**src/rtl/encoder_pkg.sv**
```systemverilog
// Shared encodings for the rotary-encoder front end: AB Gray states,
// decoded transition kinds, decoder FSM states and the default debounce depth.
// Pure declarations; no timing or flow control of its own.
package encoder_pkg;

  localparam int DEFAULT_DEBOUNCE_CYCLES = 1000;

  // Quadrature states listed in clockwise order.
  typedef enum logic [1:0] {
    AB_00 = 2'b00,
    AB_01 = 2'b01,
    AB_11 = 2'b11,
    AB_10 = 2'b10
  } ab_t;

  typedef enum logic [1:0] {
    TR_NONE,
    TR_UP,
    TR_DN,
    TR_ILLEGAL
  } trans_t;

  typedef enum logic {
    SETTLE,
    RUN
  } fsm_t;

  // Map a Gray-coded AB pair to its position in the clockwise cycle.
  function automatic logic [1:0] ab_to_pos(logic [1:0] ab);
    logic [1:0] pos;
    case (ab)
      AB_00:   pos = 2'd0;
      AB_01:   pos = 2'd1;
      AB_11:   pos = 2'd2;
      default: pos = 2'd3;
    endcase
    return pos;
  endfunction

  // Position difference modulo 4: +1 is clockwise, -1 (3) is counter-clockwise,
  // 2 means both channels moved at once and the direction is unknowable.
  function automatic trans_t classify(logic [1:0] prev, logic [1:0] cur);
    logic [1:0] d;
    trans_t     t;
    d = ab_to_pos(cur) - ab_to_pos(prev);
    case (d)
      2'd0:    t = TR_NONE;
      2'd1:    t = TR_UP;
      2'd3:    t = TR_DN;
      default: t = TR_ILLEGAL;
    endcase
    return t;
  endfunction

endpackage

```
**src/rtl/debounce.sv**
```systemverilog
// Two-flop synchroniser plus debounce counter for one raw encoder contact.
// Latency: stable follows a held input DEBOUNCE_CYCLES+1 edges after s1 captures it.
// No backpressure; free-running every clock.
// Ports: clk, reset (async, active-high), raw (asynchronous contact), stable (debounced level).
module debounce
  import encoder_pkg::*;
#(
  parameter int DEBOUNCE_CYCLES = DEFAULT_DEBOUNCE_CYCLES
) (
  input  logic clk,
  input  logic reset,
  input  logic raw,
  output logic stable
);

  localparam int CW = $clog2(DEBOUNCE_CYCLES + 1);
  localparam logic [CW-1:0] CNT_LAST = CW'(DEBOUNCE_CYCLES - 1);

  logic          s1;
  logic          s2;
  logic [CW-1:0] cnt;

  always_ff @(posedge clk or posedge reset) begin
    if (reset) begin
      s1     <= 1'b0;
      s2     <= 1'b0;
      stable <= 1'b0;
      cnt    <= '0;
    end else begin
      s1 <= raw;
      s2 <= s1;
      // Any cycle where s2 agrees with stable restarts the run, so only an
      // uninterrupted run of DEBOUNCE_CYCLES disagreeing cycles is accepted.
      if (s2 == stable) begin
        cnt <= '0;
      end else if (cnt == CNT_LAST) begin
        stable <= s2;
        cnt    <= '0;
      end else begin
        cnt <= cnt + CW'(1);
      end
    end
  end

endmodule

```
**src/rtl/quadrature_decoder.sv**
```systemverilog
// Debounces A/B encoder contacts and decodes Gray transitions into a 2-bit wrapping count.
// Latency: count and step pulse update DEBOUNCE_CYCLES+2 edges after s1 captures a new level.
// No backpressure; at most one +/-1 step per clock, illegal double moves flagged via error.
// Ports: clk, reset (async, active-high), enc_a/enc_b (raw contacts),
//        encoder_value (mod-4 count), step_up/step_dn/error (one-cycle registered pulses).
module quadrature_decoder
  import encoder_pkg::*;
#(
  parameter int DEBOUNCE_CYCLES = DEFAULT_DEBOUNCE_CYCLES
) (
  input  logic       clk,
  input  logic       reset,
  input  logic       enc_a,
  input  logic       enc_b,
  output logic [1:0] encoder_value,
  output logic       step_up,
  output logic       step_dn,
  output logic       error
);

  // SETTLE must still own prev on the edge after the debouncers can first
  // present a reset-time resting level, otherwise a 11 rest would look like
  // an illegal 00->11 jump. Count 0..DEBOUNCE_CYCLES+2 before entering RUN.
  localparam int SETTLE_LAST = DEBOUNCE_CYCLES + 2;
  localparam int SW          = $clog2(SETTLE_LAST + 1);
  localparam logic [SW-1:0] SETTLE_LAST_V = SW'(SETTLE_LAST);

  logic          stable_a;
  logic          stable_b;
  logic [1:0]    cur;
  logic [1:0]    prev;
  trans_t        trans;

  fsm_t          state_q;
  fsm_t          state_d;
  logic [SW-1:0] settle_q;
  logic [SW-1:0] settle_d;
  logic [1:0]    value_d;
  logic          up_d;
  logic          dn_d;
  logic          err_d;

  debounce #(.DEBOUNCE_CYCLES(DEBOUNCE_CYCLES)) u_deb_a (
    .clk    (clk),
    .reset  (reset),
    .raw    (enc_a),
    .stable (stable_a)
  );

  debounce #(.DEBOUNCE_CYCLES(DEBOUNCE_CYCLES)) u_deb_b (
    .clk    (clk),
    .reset  (reset),
    .raw    (enc_b),
    .stable (stable_b)
  );

  assign cur   = {stable_a, stable_b};
  assign trans = classify(prev, cur);

  always_comb begin
    state_d  = state_q;
    settle_d = settle_q;
    value_d  = encoder_value;
    up_d     = 1'b0;
    dn_d     = 1'b0;
    err_d    = 1'b0;
    case (state_q)
      SETTLE: begin
        if (settle_q == SETTLE_LAST_V) begin
          state_d = RUN;
        end else begin
          settle_d = settle_q + SW'(1);
        end
      end
      RUN: begin
        case (trans)
          TR_UP: begin
            value_d = encoder_value + 2'd1;
            up_d    = 1'b1;
          end
          TR_DN: begin
            value_d = encoder_value - 2'd1;
            dn_d    = 1'b1;
          end
          TR_ILLEGAL: err_d = 1'b1;
          default: ;
        endcase
      end
      default: state_d = SETTLE;
    endcase
  end

  always_ff @(posedge clk or posedge reset) begin
    if (reset) begin
      state_q       <= SETTLE;
      settle_q      <= '0;
      prev          <= 2'b00;
      encoder_value <= 2'b00;
      step_up       <= 1'b0;
      step_dn       <= 1'b0;
      error         <= 1'b0;
    end else begin
      state_q       <= state_d;
      settle_q      <= settle_d;
      // prev tracks cur unconditionally: in SETTLE to absorb the flush, in RUN
      // so that an illegal jump is reported once rather than every cycle.
      prev          <= cur;
      encoder_value <= value_d;
      step_up       <= up_d;
      step_dn       <= dn_d;
      error         <= err_d;
    end
  end

endmodule

```
**config.mk**
```make
export PLATFORM = sky130hd
export DESIGN_NAME = quadrature_decoder
export DESIGN_NICKNAME = d
export VERILOG_FILES = /design/src/rtl/encoder_pkg.sv /design/src/rtl/debounce.sv /design/src/rtl/quadrature_decoder.sv
export SDC_FILE = /design/constraint.sdc
export NUM_CORES = 1
export LEC_CHECK = 0
export BUFFER_PORTS_ARGS = -buffer_cell sky130_fd_sc_hd__buf_2
export CAP_MARGIN = 5
export CORE_AREA = 4 4 66 62
export DETAILED_ROUTE_END_ITERATION = 16
export DIE_AREA = 0 0 70 66
export PLACE_DENSITY = 0.82
export SYNTH_ARGS = -nofsm -noshare
export SYNTH_HDL_FRONTEND = slang
export SYNTH_SLANG_ARGS = --single-unit
```
**constraint.sdc**
```tcl
create_clock -name clk -period 3.9 [get_ports clk]
set_clock_uncertainty 0.05 [all_clocks]
set_input_delay 0.78 -clock clk [delete_from_list [all_inputs] [get_ports clk]]
set_output_delay 0.78 -clock clk [all_outputs]
set_load 0.01 [all_outputs]
```
==> metrics.md, run 1 <==
| Metric | Value |
|---|---|
| Total negative slack | 0 ps |
| RePlAce Congestion | 0.742 |
| CTS Hold Bufs | 0 |
| Core ar. | 3350 um^2 |
| Synth Flop Type | dfrtp_1 |
| Worst-Skew Late Latency | ~300 ps |
| RSZ-0062 raised after global routing | false |
| WP data required | between 4000 and 5000 ps |
| Worst slew margin | 0.613 |
| Starting Density | 0.597 |
| Final Critical Period | a little under 2000 ps |
| Mapped Cells | approximately 190 |
| Max-slew violations | 0 |
| Fin util | 0.661 |
| Maximum VDD drop | 0.296 mV |
| Max clock buf depth | 2 |
| Worst-path clk slew | 80 ps |
| Placed cells | between 200 and 250 |
| Post-synth EDFFs | 0 |
| Overflow after GRT | 0 |
| Die area | 4620 um^2 |
| Worst-path fanout max | 5 |
| Synth async-reset ratio | 1.00 |
| FF-to-FF Start | u_deb_a.stable |
| # port buffers | 8 |
| Most frequent cells after synthesis | dfrtp_1 (44), nor2_1 (30), xnor2_1 (14) |
| Worst EP arrival | about 2200 ps |
| CTS tree | built |
| Total wire length | 3420 um |
| DR WL/cell | 13.9 um |
| Count leader, synth | dfrtp_1 |
| Synth Net Count | 198 |
| Clock sinks | 44 |
| Overall Global Routing Usage | 0.179 |
| Largest net degree at the start of global routing | 30 |
| Yosys reg bits | 44 |
| Die Ht | between 60 and 70 um |
| Status | finished clean |
| Routed vias | 1,321 |
| Reg-to-reg critical path endpoint | encoder_value[1] |
| Slowest CP cell | dfrtp_1 |
| Post CTS Setup Buffer Count | 0 |
| Yosys top cell area share | 0.550 |
| DR DRC count | 0 |
| Static Leak | ~1.0 nW |
| Share of layout cells above drive strength 1 | 0.114 |
| Area of the multi-input gates | 863 um^2 |
| Mapped Avg Cell Area | ~11 um^2 |
| # resized after CTS | 0 |
| CTS Buf Count | 5 |
| Hold Violations, Final | 0 |
| Area occupied by registers | between 1000 and 1500 um^2 |
| Seq/Total Area, Yosys | 0.550 |
| Worst-Margin Slew | 581 ps |
| Num rows | 20 |
| First-pass GRT wire length | approximately 6300 um |
| First-pass DRT Iterations | 4 |
| CP endpoint kind | flop |
| Worst reg-to-reg path cell count | 6 |
| Worst path top cell family by delay | XOR/XNOR gates |
| Final cell count without fillers | 246 |
| Crit path buffers/inverters | 0 |
| Mapped cell area | around 2000 um^2 |
| CP Launch Type | flop |
| Die Width | 70 um |
| Fin crit share | 0.510 |
| Ant diodes | 0 |
| Area Growth Syn to Fin | 10.7% |
| Vias in the first global route | 1,411 |
| Top cells by area, synth | dfrtp_1 (55%), xnor2_1 (6.1%), ha_1 (5.6%) |
| Nets | about 210 |
| Initial antenna violation count | 0 |
| Worst hold start | u_deb_a.s1 |
| Max stage delay on crit path | 440 ps |
| Cell area power density | 377 nW/um^2 |
| Max-cap violations | 0 |
| Post-DRT Antenna Nets | 0 |
| 1st-iter DRT viols | 52 |
| DP HPWL | 2470 um |
| Final setup fails | 0 |
| Hold Crit Class | reg -> reg |
| Worst Setup Path Type | reg -> reg |
| Worst hold path depth | 0 |
| CTS Root Cell | clkbuf_8 |
| Ys Warns | 0 |
| Crit-path cells | ha_1, ha_1, xnor3_1, xor2_1, nor2_1, xor2_1 |
| Cell variety after synth | 30 |
| H-tree levels | 2 |
| Hold EP | u_deb_a.s2 |
| Ports | 9 |
| Max Freq | 0.503 GHz |
| # fillers | around 260 |
| Synth area leader | dfrtp_1 |
| R2R setup slack | 1910 ps |
| Setup crit start | u_deb_a.stable |
| Vias per inst | 5.37 |
where the power goes:
part           internal [mW]  leakage, nW  switching (mW)
combinational        0.00795        0.407          0.0173
sequential             0.463        0.586         0.00592
clock                  0.189       0.0541           0.152
total                  0.660         1.05           0.175
area by class of cell:
cell class | instances | share of cell area
inverter | 10 | 0.0169
sequential | 44 | 0.497
timing repair buffer | 9 | 0.0215
clock buffer | 5 | 0.0311
multi-input combinational | 131 | 0.390
clock inverter | 3 | 0.0192
tap | 44 | 0.0248
worst max-delay path by stage:
stage	end	slack, ps	depth (start not counted)
floorplan	encoder_value[0]	2040	1
global placement	encoder_value[1]	2060	6
detailed placement	encoder_value[1]	1900	7
CTS	encoder_value[1]	1890	6
global route	encoder_value[1]	1840	6
finish	encoder_value[1]	1910	6
registers in the layout, indices dropped and copies added (netlist names):
signal	cells
u_deb_a.s1	1
error	1
u_deb_b.cnt	10
u_deb_b.stable	1
u_deb_a.stable	1
u_deb_a.cnt	10
u_deb_b.s2	1
state_q	1
settle_q	10
u_deb_a.s2	1
step_up	1
u_deb_b.s1	1
prev	2
step_dn	1
encoder_value	2
stage by stage:
step	total power, mW	hold WS (ps)	worst slack [ps]	cell area [um^2]
floorplan	0.495	281	2040	2000
global placement	0.503	285	2060	2100
detailed placement	0.504	293	1900	2100
CTS	0.846	316	1890	2220
global route	0.876	332	1840	2220
finish	0.835	316	1910	2220
metal layers:
layer / up-vias / part of all wire / wire, um / GRT usage
li1: 648 / - / - / -
met1: 646 / 0.43 / 1480 / 0.203
met2: 19 / 0.51 / 1750 / 0.313
met3: 8 / 0.036 / 122 / 0.0593
met4: 0 / 0.021 / 71 / 0.0742
met5: - / 0 / 0 / 0
cell usage in the layout (no fill, tap or decap), types with 5 or more instances in the layout:
cell type,n
nand4_1,6
nor3_1,6
dfrtp_1,44
nand2_1,13
nor2_1,30
clkbuf_8,5
ha_1,9
xnor2_1,14
buf_2,8
inv_1,10
nand3_1,8
a21oi_1,8
xor2_1,11
worst register-to-register path: stages, from the launching register on:
cell     delay, ps
dfrtp_1        440
ha_1           320
ha_1           220
xnor3_1        390
xor2_1         160
nor2_1         140
xor2_1         180
logic make-up after synthesis:
| logic type | after synthesis | synth area share |
|---|---|---|
| buffers and inverters | 10 | 0.0188 |
| AO/OA/AOI/OAI | 15 | 0.0406 |
| flip-flops | 44 | 0.550 |
| adder cells (fa/ha/maj) | 9 | 0.0563 |
| AND/OR/NAND/NOR | 80 | 0.208 |
| XOR/XNOR | 26 | 0.121 |
| multiplexers | 1 | 0.00562 |
(Power assumes the default switching activity.)
==> run 2: changes to the inputs <==
--- a/config.mk
+++ b/config.mk
@@ -5,12 +5,13 @@
 export SDC_FILE = /design/constraint.sdc
 export NUM_CORES = 1
 export LEC_CHECK = 0
+export ABC_AREA = 1
 export BUFFER_PORTS_ARGS = -buffer_cell sky130_fd_sc_hd__buf_2
 export CAP_MARGIN = 5
-export CORE_AREA = 4 4 66 62
+export CORE_AREA = 4 4 72 67
 export DETAILED_ROUTE_END_ITERATION = 16
-export DIE_AREA = 0 0 70 66
-export PLACE_DENSITY = 0.82
+export DIE_AREA = 0 0 76 71
+export PLACE_DENSITY = 0.77
 export SYNTH_ARGS = -nofsm -noshare
 export SYNTH_HDL_FRONTEND = slang
 export SYNTH_SLANG_ARGS = --single-unit
==> constraint.sdc (replaced) <==
create_clock -name clk -period 1.7 [get_ports clk]
set_clock_uncertainty 0.05 [all_clocks]
set_input_delay 0.34 -clock clk [delete_from_list [all_inputs] [get_ports clk]]
set_output_delay 0.34 -clock clk [all_outputs]
set_load 0.01 [all_outputs]
==> run 2 against run 1 <==
  * Synthesized cell count up 32%
  * Worst setup slack worse by 1900 ps
  * Final area rose by 11%
  * Register-to-register slack got worse by 1900 ps
  * Combinational power is 130% higher
  * Sequential cell count unchanged
  * Fmax grew 21%
  * Wire length is 9.1% higher
  * Critical path type unchanged
==> metrics.md, run 2 <==
| Metric | Value |
|---|---|
| Static Leak | 1.22 nW (was 1.05 nW) |
| Vias per inst | 4.96 (was 5.37) |
| Worst-Margin Slew | 772 ps (was 581 ps) |
| CTS tree | built (unchanged) |
| Ant diodes | 0 (unchanged) |
| Synth async-reset ratio | 1.00 (unchanged) |
| Fin crit share | 0.965 (was 0.510) |
| Worst-path clk slew | 80 ps (about the same) |
| Worst-Skew Late Latency | 290 ps (was 300 ps) |
| Seq/Total Area, Yosys | 0.519 (was 0.550) |
| Cell area power density | 782 nW/um^2 (was 377 nW/um^2) |
| Core ar. | 4050 um^2 (was 3350 um^2) |
| Reg-to-reg critical path endpoint | encoder_value[1] (unchanged) |
| RePlAce Congestion | 0.839 (was 0.742) |
| Yosys top cell area share | 0.519 (was 0.550) |
| Fin util | 0.605 (was 0.661) |
| Largest net degree at the start of global routing | 25 (was 30) |
| Share of layout cells above drive strength 1 | 0.168 (was 0.114) |
| Die area | 5400 um^2 (was 4620 um^2) |
| Overall Global Routing Usage | 0.151 (was 0.179) |
| Vias in the first global route | 1,586 (was 1,411) |
| Commonest non-fill, non-tap cell in the layout | nand2_1 (was dfrtp_1) |
| Post-synth EDFFs | 0 (unchanged) |
| Synth area leader | dfrtp_1 (unchanged) |
| Maximum VDD drop | 0.544 mV (was 0.296 mV) |
| Synth Flop Type | dfrtp_1 (unchanged) |
| CP Launch Type | flop (unchanged) |
| Max-cap violations | 0 (unchanged) |
| Die Ht | 71 um (was 66 um) |
| Area Growth Syn to Fin | 15.4% (was 10.7%) |
| First-pass GRT wire length | 6700 um (was 6310 um) |
| RSZ-0062 raised after global routing | true (was false) |
| Ys Warns | 0 (unchanged) |
| Ports | 9 (unchanged) |
| Worst slew margin | 0.482 (was 0.613) |
| Worst Setup Path Type | reg -> reg (unchanged) |
| WP data required | 1840 ps (was 4070 ps) |
| Initial antenna violation count | 0 (unchanged) |
| Yosys reg bits | 44 (unchanged) |
| H-tree levels | 2 (unchanged) |
| Final Critical Period | 1640 ps (was 1990 ps) |
| Final setup fails | 0 (unchanged) |
| First-pass DRT Iterations | 4 (unchanged) |
| FF-to-FF Start | u_deb_a.stable (unchanged) |
| Starting Density | 0.524 (was 0.597) |
| Mapped Avg Cell Area | 8.66 um^2 (was 10.8 um^2) |
| DR DRC count | 0 (unchanged) |
| Mapped cell area | 2120 um^2 (was 2000 um^2) |
| Cell variety after synth | 20 (was 30) |
| Mapped Cells | 245 (was 185) |
| Status | finished clean (unchanged) |
| Top cells by area, synth | dfrtp_1 (52%), nand2_1 (9.6%), xor2_1 (6.6%) (was dfrtp_1 (55%), xnor2_1 (6.1%), ha_1 (5.6%)) |
| Worst EP arrival | 1780 ps (was 2160 ps) |
| DP HPWL | 2620 um (was 2470 um) |
| Worst reg-to-reg path cell count | 12 (was 6) |
| Synth Net Count | 258 (was 198) |
| Routed vias | 1,566 (was 1,321) |
| Count leader, synth | nand2_1 (was dfrtp_1) |
| Hold Crit Class | in -> async (was reg -> reg) |
| Max-slew violations | 0 (unchanged) |
| Post-DRT Antenna Nets | 0 (unchanged) |
| 1st-iter DRT viols | 45 (was 52) |
| CTS Buf Count | 5 (unchanged) |
| Max Freq | 0.610 GHz (was 0.503 GHz) |
| Most frequent cells after synthesis | nand2_1 (54), dfrtp_1 (44), nor2_1 (34) (was dfrtp_1 (44), nor2_1 (30), xnor2_1 (14)) |
| Total wire length | 3740 um (was 3420 um) |
| Max clock buf depth | 2 (unchanged) |
| CTS Root Cell | clkbuf_8 (unchanged) |
| Commonest non-fill, non-tap cells in the layout | nand2_1 (49), dfrtp_1 (44), nor2_1 (32) (was dfrtp_1 (44), nor2_1 (30), xnor2_1 (14)) |
| # port buffers | 8 (unchanged) |
| Overflow after GRT | 0 (unchanged) |
| Total negative slack | 0 ps (unchanged) |
| Num rows | 22 (was 20) |
| Clock sinks | 44 (unchanged) |
| Nets | 280 (was 214) |
| CP endpoint kind | flop (unchanged) |
| Worst-path fanout max | 4 (was 5) |
| Largest registers | settle_q x10, u_deb_a.cnt x10, u_deb_b.cnt x10 (unchanged) |
| Hold Violations, Final | 0 (unchanged) |
| DR WL/cell | 11.8 um (was 13.9 um) |
| R2R setup slack | 60 ps (was 1910 ps) |
| Die Width | 76 um (was 70 um) |
-- run 2: cell families after synthesis --
| family | Yosys count | synth area share |
|---|---|---|
| AO/OA/AOI/OAI | 15 | 0.0407 |
| XOR/XNOR | 18 | 0.0743 |
| adder cells (fa/ha/maj) | 9 | 0.0531 |
| buffers and inverters | 36 | 0.0684 |
| flip-flops | 44 | 0.519 |
| AND/OR/NAND/NOR | 123 | 0.245 |
-- run 2: worst max-delay path: stages, from the launching register on --
cell and delay (ps):
dfrtp_1 420, buf_4 170, ha_1 220, inv_1 60, nand2_1 70, nand2_1 90
nand2_1 80, nand2_1 70, nand3_1 70, nand2_2 80, nand2_1 50, nand2_1 60
nand2_1 40
-- run 2: power by group --
part           total, mW  switching (mW)  internal (mW)
Sequential          1.07          0.0102           1.06
Combinational     0.0586          0.0400         0.0186
Clock              0.785           0.351          0.435
Total               1.92           0.401           1.51
-- run 2: stage by stage --
stage          cells  setup WS, ps  total power [mW]  instance area [um^2]  hold WS [ps]
2_1_floorplan    245          85.9              1.13                  2120           281
5_1_grt          316         -77.5              2.00                  2450          71.5
3_3_place_gp     303          97.7              1.15                  2250           284
4_1_cts          312          1.56              1.95                  2370          38.0
6_report         316          60.1              1.92                  2450          32.8
3_5_place_dp     303          1.18              1.15                  2250           296
-- run 2: layer usage --
layer / wire, um / up-vias / GRT usage
met2: 1820 / 21 / 0.254
met3: 110 / 13 / 0.0344
li1: - / 808 / -
met5: 0 / - / 0
met4: 83 / 0 / 0.0632
met1: 1720 / 724 / 0.187
-- run 2: worst max path at each step --
| stage | to | depth (start not counted) | slack, ps | startpoint |
|---|---|---|---|---|
| floorplan | encoder_value[1] | 10 | 90 | u_deb_a.stable |
| global placement | encoder_value[1] | 10 | 100 | u_deb_a.stable |
| detailed placement | encoder_value[1] | 11 | 1 | u_deb_b.stable |
| CTS | encoder_value[1] | 13 | 2 | prev[0] |
| global route | encoder_value[1] | 13 | -80 | prev[0] |
| finish | encoder_value[1] | 12 | 60 | u_deb_a.stable |
-- run 2: what timing repair did --
item	in CTS	in global routing
setup endpoints to repair	1	8
hold buffers	0	0
gates cloned	0	0
pin swaps	0	5
buffers inserted	1	4
resized for setup	2	14
-- run 2: cell type report --
type / count / area (um^2)
fill: 341 / 1600
sequential: 44 / 1100
multi-input combinational: 165 / 931
inverter: 35 / 134
timing repair buffer: 16 / 113
clock buffer: 5 / 68.8
tap: 48 / 60.1
clock inverter: 3 / 42.5
